## src/rtl/if_id_queue.sv

```systemverilog
// IF/ID decoupling FIFO: DEPTH (pc, inst) entries between fetch and decode, valid/ready on both sides.
// Define IF_ID_QUEUE_BYPASS_EN to forward fetch straight to decode through an empty queue.
module if_id_queue #(
    parameter int PTR_W  = 2,
    parameter int ADDR_W = 32,
    parameter int INST_W = 32
) (
    input  logic              clk,
    input  logic              rst,
    input  logic              rdy,
    input  logic              flush_i,
    input  logic              if_valid_i,
    input  logic [ADDR_W-1:0] if_pc_i,
    input  logic [INST_W-1:0] if_inst_i,
    output logic              if_ready_o,
    output logic              id_valid_o,
    output logic [ADDR_W-1:0] id_pc_o,
    output logic [INST_W-1:0] id_inst_o,
    input  logic              id_ready_i,
    output logic [PTR_W:0]    count_o
);

    localparam int DEPTH = 2 ** PTR_W;
    localparam logic [PTR_W:0] FULL = (PTR_W + 1)'(DEPTH);

    logic [PTR_W-1:0]  wr_ptr, rd_ptr;
    logic [PTR_W:0]    count;
    logic [ADDR_W-1:0] pc_mem   [DEPTH];
    logic [INST_W-1:0] inst_mem [DEPTH];

    logic active, head_valid, bypass, push, pop;

    assign active     = rdy && !rst;
    assign head_valid = active && (count != '0);
    assign if_ready_o = active && (count < FULL);

`ifdef IF_ID_QUEUE_BYPASS_EN
    assign bypass = active && (count == '0) && if_valid_i && id_ready_i && !flush_i;
`else
    assign bypass = 1'b0;
`endif

    // A bypassed entry is consumed on the spot, so it must not also be written.
    assign push = if_valid_i && if_ready_o && !flush_i && !bypass;
    assign pop  = head_valid && id_ready_i && !flush_i;

    // NOTE: every variable gets a default first so the mux cannot infer a latch.
    always_comb begin
        id_valid_o = 1'b0;
        id_pc_o    = '0;
        id_inst_o  = '0;
        if (head_valid) begin
            id_valid_o = 1'b1;
            id_pc_o    = pc_mem[rd_ptr];
            id_inst_o  = inst_mem[rd_ptr];
        end else if (bypass) begin
            id_valid_o = 1'b1;
            id_pc_o    = if_pc_i;
            id_inst_o  = if_inst_i;
        end
    end

    assign count_o = count;

    // NOTE: sequential state uses non-blocking assignments only.
    always_ff @(posedge clk or posedge rst) begin
        if (rst) begin
            wr_ptr <= '0;
            rd_ptr <= '0;
            count  <= '0;
        end else if (rdy) begin
            if (flush_i) begin
                wr_ptr <= '0;
                rd_ptr <= '0;
                count  <= '0;
            end else begin
                if (push) wr_ptr <= wr_ptr + 1'b1;
                if (pop)  rd_ptr <= rd_ptr + 1'b1;
                case ({push, pop})
                    2'b10:   count <= count + 1'b1;
                    2'b01:   count <= count - 1'b1;
                    default: count <= count;
                endcase
            end
        end
    end

    // NOTE: storage is not reset; count gates every read, so stale contents are never visible.
    always_ff @(posedge clk) begin
        if (push) begin
            pc_mem[wr_ptr]   <= if_pc_i;
            inst_mem[wr_ptr] <= if_inst_i;
        end
    end

endmodule

```

## config.mk

```make
export PLATFORM = sky130hd
export DESIGN_NAME = if_id_queue
export DESIGN_NICKNAME = d
export VERILOG_FILES = /design/src/rtl/if_id_queue.sv
export SDC_FILE = /design/constraint.sdc
export NUM_CORES = 1
export LEC_CHECK = 0
export CORE_MARGIN = 2
export CORE_UTILIZATION = 45
export CTS_CLUSTER_DIAMETER = 40
export DETAILED_ROUTE_END_ITERATION = 8
export GPL_TIMING_DRIVEN = 0
export PLACE_DENSITY = 0.78
export SYNTH_ARGS = -nofsm -noshare
export SYNTH_HDL_FRONTEND = slang
export SYNTH_SLANG_ARGS = --single-unit
```

## constraint.sdc

```tcl
create_clock -name clk -period 5.9 [get_ports clk]
set_clock_uncertainty 0.2 [all_clocks]
set_input_delay 1.475 -clock clk [delete_from_list [all_inputs] [get_ports clk]]
set_output_delay 1.475 -clock clk [all_outputs]
set_load 0.02 [all_outputs]
```

==> results.sh, run 1 <==
export IMPL_vdd_ir_drop_worst_uv=214.8
export IMPL_power_per_cell_area_nw_per_um2=334.2
export IMPL_die_w_um=156.7
export IMPL_tritoncts="built"
export IMPL_dpl_instance_area_um2=12390
export IMPL_slew_viol_final=0
export IMPL_rows=55
export IMPL_yosys_area_share_xor_xnor_pct=0
export IMPL_setup_viol_count_final=0
export IMPL_detail_route_iter0_violations=216
export IMPL_synth_edf_count=256
export IMPL_critPathTopFamily="buffers and inverters"
export IMPL_tritoncts_num_sinks=263
export IMPL_gp_routability_congestion=0.7953
export IMPL_core_area_um2=22780
export IMPL_setup_tns_ns=0
export IMPL_wl_per_cell_um=20.24
export IMPL_timing_final_crit_period_ns=5.309
export IMPL_drt_antenna_violating_nets=0
export IMPL_ctsRootBufferMaster="sky130_fd_sc_hd__clkbuf_16"
export IMPL_muxShareOfSynthArea_pct=14.01
export IMPL_syn_nets=546
export IMPL_grt_start_max_net_pins=48
export IMPL_gr_usage_all_layers_pct=16.70
export IMPL_ctsResizeCount=0
export IMPL_drt_first_pass_iters=4
export IMPL_fin_ws_ns=0.5908
export IMPL_slowest_delay_ns=0.65
export IMPL_critical_path_arrival_ns=3.63
export IMPL_cts_path_max_buffers=3
export IMPL_leakage_nw=4.366
export IMPL_fin_area_um2=13580
export IMPL_initial_utilization_pct=46.08
export IMPL_post_synthesis_sequential_area_ratio_pct=74.91
export IMPL_design_die_area_um2=24560
export IMPL_die_height_um=156.7
export IMPL_avgSynthCellArea_um2=22.29
export IMPL_place_worst_setup_slack_ns=0.5917
export IMPL_layout_common_cells="sky130_fd_sc_hd__edfxtp_1, sky130_fd_sc_hd__clkdlybuf4s50_1, sky130_fd_sc_hd__mux4_2, sky130_fd_sc_hd__clkbuf_16, sky130_fd_sc_hd__nor2b_1"
export IMPL_cts_buffers=38
export IMPL_place_port_buffers=137
export IMPL_grt_antenna_before_repair=1
export IMPL_diodes=0
export IMPL_critPathBufInv=5
export IMPL_most_frequent_standard_cell_in_the_layout_excluding_fill_and_tap_cells="sky130_fd_sc_hd__edfxtp_1"
export IMPL_critical_path_maximum_fanout=10
export IMPL_drive_gt1_share_pct=26.80
export IMPL_setup_repair_after_global_routing_missed_its_margin="no"
export IMPL_cp_start_kind="input pin"
export IMPL_finish_net_count=727
export IMPL_run_status="completed"
export IMPL_fillers=1638
export IMPL_min_delay_path_class="register to register"
export IMPL_place_hpwl_um=12550
export IMPL_standard_cell_with_the_maximum_stage_delay_on_the_critical_path="sky130_fd_sc_hd__clkdlybuf4s50_1"
export IMPL_timing_slew_headroom_pct=56.74
export IMPL_syn2layout_area_growth_pct=29.41
export IMPL_via_count=5134
export IMPL_layout_worst_path_cycle_share_pct=89.99
export IMPL_async_reset_ff_share_pct=2.662
export IMPL_cts_post_setup_buffers_inserted=0
export IMPL_synthSimpleGateAreaFrac_pct=7.343
export IMPL_clk_pin_slew_ns=0.05
export IMPL_synth_top_family_by_area="multiplexers"
export IMPL_crit_required_ns=4.22
export IMPL_ys_ff_latch=263
export IMPL_crit_chain="clkdlybuf4s50_1 -> buf_2 -> nand3_1 -> buf_4 -> buf_2 -> nor2b_1 -> clkdlybuf4s50_1"
export IMPL_insertion_delay_ns=0.50
export IMPL_postCtsHoldBufs=0
export IMPL_synthesis_instances=471
export IMPL_grt_overflow_total=0
export IMPL_ff_latch_area_um2=7863
export IMPL_syn_area_um2=10500
export IMPL_maxCapViolations=0
export IMPL_vias_per_cell=5.175
export IMPL_grt_pass1_wl_um=30910
export IMPL_vias_in_the_first_global_route=5555
export IMPL_nature_of_the_critical_path_endpoint="output pin"
export IMPL_synth_fa_ha_area_share_pct=0.6675
export IMPL_cts_htree_levels=2
export IMPL_criticalPathCategory="input pin to output pin"
export IMPL_max_freq_ghz=0.1884
export IMPL_timing_hold_violations_final=0
export IMPL_tightestPinTransition_ns=0.6490
export IMPL_synth_warning_count=0
export IMPL_multi_input_comb_area_um2=2421
export IMPL_totalWireLength_um=20080
export IMPL_remaining_drc_errors=0
export IMPL_netlist_cell_type_count=38
export IMPL_synth_compound_area_share_pct=0.8583
export IMPL_postSynth_topFlopCell="sky130_fd_sc_hd__edfxtp_1"
export IMPL_io_pin_count=139
-- kinds of logic (layout without fill, tap and decap cells) --
family                   count (synthesis)  in the layout
AO/OA/AOI/OAI                           15             15
adder cells (fa/ha/maj)                  5              5
buffers and inverters                   30            238
flip-flops                             263            263
multiplexers                            66             66
AND/OR/NAND/NOR                         92             92
-- layer usage --
layer  routed length [um]  GRT usage, %
met1                 8071         20.66
met5                    0             0
met4                  287         4.238
met2                10510         29.34
met3                 1209         4.348
-- per-stage QoR --
step / hold WS [ns] / power [mW] / std cells / util (%)
5_1_grt: 0.3928 / 4.686 / 992 / 59.63
6_report: 0.3664 / 4.540 / 992 / 59.63
3_3_place_gp: 0.3084 / 2.489 / 921 / 53.82
2_1_floorplan: 0.2958 / 2.332 / 471 / -
3_5_place_dp: 0.3548 / 2.505 / 925 / 54.39
4_1_cts: 0.3643 / 4.586 / 992 / 59.63
-- cell type report --
cell class	instances	share of cell area (%)
clock buffers	44	7.636
inverters	5	0.1382
repair buffers	141	10.91
clock inverters	23	1.151
flip-flops and latches	263	57.89
plain buffers	25	1.575
well taps	313	2.883
multi-input cells	178	17.82
-- final timing paths --
path	start	endpoint	slack [ns]	cells after the start
max	rdy	id_inst_o[22]	0.59	7
min	wr_ptr[0]$_DFFE_PP0P_	wr_ptr[0]$_DFFE_PP0P_	0.37	1
max reg2reg	count_o[2]$_DFFE_PP0P_	pc_mem[2][24]$_DFFE_PP_	3.50	4
min reg2reg	wr_ptr[0]$_DFFE_PP0P_	wr_ptr[0]$_DFFE_PP0P_	0.37	1
max in group asynchronous	rst	rd_ptr[1]$_DFFE_PP0P_	4.22	2
min in group asynchronous	rst	count_o[2]$_DFFE_PP0P_	1.12	2
-- power breakdown --
part	total (mW)	internal [mW]	switching, mW
Combinational	0.381	0.196	0.186
Sequential	2.08	2.07	0.0128
Clock	2.07	1.30	0.771
-- flip-flops by register name, indices dropped and copies added (netlist names) --
name      count
inst_mem    128
pc_mem      128
count_o       3
rd_ptr        2
wr_ptr        2
-- cell usage after synthesis (5+ instances only) --
| library cell | instances | share of area [%] |
|---|---|---|
| sky130_fd_sc_hd__dfrtp_1 | 7 | 1.7 |
| sky130_fd_sc_hd__buf_4 | 5 | 0.36 |
| sky130_fd_sc_hd__o21ai_1 | 5 | 0.24 |
| sky130_fd_sc_hd__nand2_1 | 5 | 0.18 |
| sky130_fd_sc_hd__buf_2 | 11 | 0.52 |
| sky130_fd_sc_hd__nor2b_1 | 39 | 2.3 |
| sky130_fd_sc_hd__nor2b_4 | 27 | 3.5 |
| sky130_fd_sc_hd__edfxtp_1 | 256 | 73 |
| sky130_fd_sc_hd__mux4_2 | 62 | 13 |
Power figures use the tool's default switching activity.
==> run 2: changes to the inputs <==
--- a/config.mk
+++ b/config.mk
@@ -5,9 +5,7 @@
 export SDC_FILE = /design/constraint.sdc
 export NUM_CORES = 1
 export LEC_CHECK = 0
-export CORE_MARGIN = 2
 export CORE_UTILIZATION = 45
-export CTS_CLUSTER_DIAMETER = 40
 export DETAILED_ROUTE_END_ITERATION = 8
 export GPL_TIMING_DRIVEN = 0
 export PLACE_DENSITY = 0.78
==> run 2 against run 1 <==
Global-route usage grew 0.20 points. Sequential power about the same. Wire length is 1.5% lower. Sequential share of layout area up 1.5 points. Die area down 2.5%. Worst hold slack lost 0.014 ns. Largest cell class unchanged. Largest power group unchanged.
==> results.sh, run 2 (synthesis results as in run 1) <==
export IMPL_run_status="completed"
export IMPL_fin_worst_hold_slack_ns=0.3523
export IMPL_drt_first_pass_iters=4
export IMPL_nature_of_the_critical_path_endpoint="output pin"
export IMPL_min_delay_path_class="register to register"
export IMPL_syn2layout_area_growth_pct=26.09
export IMPL_die_w_um=154.7
export IMPL_max_freq_ghz=0.1889
export IMPL_setup_repair_after_global_routing_missed_its_margin="no"
export IMPL_drt_antenna_violating_nets=0
export IMPL_endpoint_of_the_worst_setup_timing_path="id_pc_o[5]"
export IMPL_tightestPinTransition_ns=0.6696
export IMPL_fin_ws_ns=0.6060
export IMPL_critPathTopFamily="buffers and inverters"
export IMPL_critical_path_arrival_ns=3.62
export IMPL_postCtsHoldBufs=0
export IMPL_crit_start="rdy"
export IMPL_critical_path_maximum_fanout=10
export IMPL_core_area_um2=22780
export IMPL_post_layout_nonfiller_instances=975
export IMPL_criticalPathCategory="input pin to output pin"
export IMPL_grt_pass1_wl_um=30590
export IMPL_crit_chain="clkdlybuf4s50_1 -> buf_2 -> nand3_1 -> buf_4 -> buf_2 -> nor2b_1 -> clkdlybuf4s50_1"
export IMPL_grt_overflow_total=0
export IMPL_vdd_ir_drop_worst_uv=226.7
export IMPL_cts_htree_levels=1
export IMPL_timing_final_crit_period_ns=5.294
export IMPL_worstReg2RegStart="count_o[0]$_DFFE_PP0P_"
export IMPL_via_count=5076
export IMPL_rows=55
export IMPL_grt_antenna_before_repair=2
export IMPL_initial_utilization_pct=46.08
export IMPL_wl_per_cell_um=20.29
export IMPL_layout_worst_path_cycle_share_pct=89.73
export IMPL_gr_usage_all_layers_pct=16.89
export IMPL_place_port_buffers=137
export IMPL_slowest_delay_ns=0.64
export IMPL_tritoncts_num_sinks=263
export IMPL_reg2reg_depth=7
export IMPL_slew_viol_final=0
export IMPL_timing_reg2reg_setup_slack_ns=3.45
export IMPL_leakage_nw=4.198
export IMPL_vias_per_cell=5.206
export IMPL_finish_net_count=716
export IMPL_insertion_delay_ns=0.53
export IMPL_gp_routability_congestion=0.8357
export IMPL_worst_r2r_endpoint="count_o[2]$_DFFE_PP0P_"
export IMPL_most_frequent_standard_cell_in_the_layout_excluding_fill_and_tap_cells="sky130_fd_sc_hd__edfxtp_1"
export IMPL_layout_common_cells="sky130_fd_sc_hd__edfxtp_1, sky130_fd_sc_hd__clkdlybuf4s50_1, sky130_fd_sc_hd__mux4_2, sky130_fd_sc_hd__nor2b_1"
export IMPL_standard_cell_with_the_maximum_stage_delay_on_the_critical_path="sky130_fd_sc_hd__clkdlybuf4s50_1"
export IMPL_maxCapViolations=0
export IMPL_drive_gt1_share_pct=24.96
export IMPL_vias_in_the_first_global_route=5432
export IMPL_io_pin_count=139
export IMPL_ctsResizeCount=0
export IMPL_tritoncts="built"
export IMPL_cp_start_kind="input pin"
export IMPL_totalWireLength_um=19780
export IMPL_design_die_area_um2=23940
export IMPL_power_per_cell_area_nw_per_um2=307.2
export IMPL_grt_start_max_net_pins=42
export IMPL_setup_viol_count_final=0
export IMPL_die_height_um=154.7
export IMPL_cts_post_setup_buffers_inserted=0
export IMPL_timing_slew_headroom_pct=55.36
export IMPL_clk_pin_slew_ns=0.06
export IMPL_detail_route_iter0_violations=299
export IMPL_critPathBufInv=5
export IMPL_crit_required_ns=4.22
export IMPL_cts_buffers=27
export IMPL_timing_hold_violations_final=0
export IMPL_cts_path_max_buffers=3
export IMPL_place_worst_setup_slack_ns=0.5771
export IMPL_remaining_drc_errors=0
export IMPL_numPlacedInstances=925
export IMPL_fillers=1670
export IMPL_setup_tns_ns=0
export IMPL_crit_cells=7
export IMPL_place_hpwl_um=12360
export IMPL_ctsRootBufferMaster="sky130_fd_sc_hd__clkbuf_16"
-- run 2: final cells by class --
| class | instances | area, um2 | area share (%) |
|---|---|---|---|
| Buffer | 25 | 214.0 | 1.617 |
| Inverter | 5 | 18.77 | 0.1418 |
| Multi-Input combinational cell | 178 | 2421 | 18.29 |
| Clock buffer | 38 | 757.0 | 5.719 |
| Clock inverter | 11 | 86.33 | 0.6523 |
| Sequential cell | 263 | 7863 | 59.41 |
| Tap cell | 313 | 391.6 | 2.959 |
| Antenna cell | 1 | 2.502 | 0.01891 |
| Timing Repair Buffer | 141 | 1481 | 11.19 |
-- run 2: worst register-to-register path, stage by stage, from the launching register on --
cell and delay [ns]:
sky130_fd_sc_hd__dfrtp_1 0.45, sky130_fd_sc_hd__or3_4 0.45, sky130_fd_sc_hd__nand3_1 0.14, sky130_fd_sc_hd__nor2_1 0.07
sky130_fd_sc_hd__fa_1 0.42, sky130_fd_sc_hd__nor4_1 0.34, sky130_fd_sc_hd__nand2_1 0.09, sky130_fd_sc_hd__o211ai_1 0.19
-- run 2: per-layer routing --
layer	GRT usage (%)	share of wire (%)	vias to the layer above	wire, um
li1	-	-	2259	-
met1	21.47	41	2644	8181
met2	29.76	52	139	10240
met3	3.418	4.8	34	949
met4	4.196	2.1	0	410
met5	0	0	-	0
-- run 2: through the flow --
| stage | area [um2] | utilization (%) | power (mW) |
|---|---|---|---|
| 2_1_floorplan | 10500 | - | 2.332 |
| 3_3_place_gp | 12260 | 53.82 | 2.489 |
| 3_5_place_dp | 12390 | 54.39 | 2.505 |
| 4_1_cts | 13230 | 58.09 | 4.108 |
| 5_1_grt | 13230 | 58.09 | 4.199 |
| 6_report | 13240 | 58.10 | 4.066 |
-- run 2: report_power, final --
| group | switching (mW) | internal [mW] | total, mW |
|---|---|---|---|
| logic | 0.185 | 0.196 | 0.381 |
| clock network | 0.668 | 0.936 | 1.60 |
| registers | 0.0128 | 2.07 | 2.08 |
| total | 0.866 | 3.20 | 4.07 |
-- run 2: worst min-delay path by stage --
| stage | endpoint | from | slack [ns] | cells after the start |
|---|---|---|---|---|
| floorplan | wr_ptr[0]$_DFFE_PP0P_ | wr_ptr[0]$_DFFE_PP0P_ | 0.30 | 1 |
| global placement | wr_ptr[0]$_DFFE_PP0P_ | wr_ptr[0]$_DFFE_PP0P_ | 0.31 | 1 |
| detailed placement | wr_ptr[0]$_DFFE_PP0P_ | wr_ptr[0]$_DFFE_PP0P_ | 0.34 | 1 |
| CTS | wr_ptr[0]$_DFFE_PP0P_ | wr_ptr[0]$_DFFE_PP0P_ | 0.35 | 1 |
| global route | wr_ptr[0]$_DFFE_PP0P_ | wr_ptr[0]$_DFFE_PP0P_ | 0.37 | 1 |
| finish | wr_ptr[0]$_DFFE_PP0P_ | wr_ptr[0]$_DFFE_PP0P_ | 0.35 | 1 |
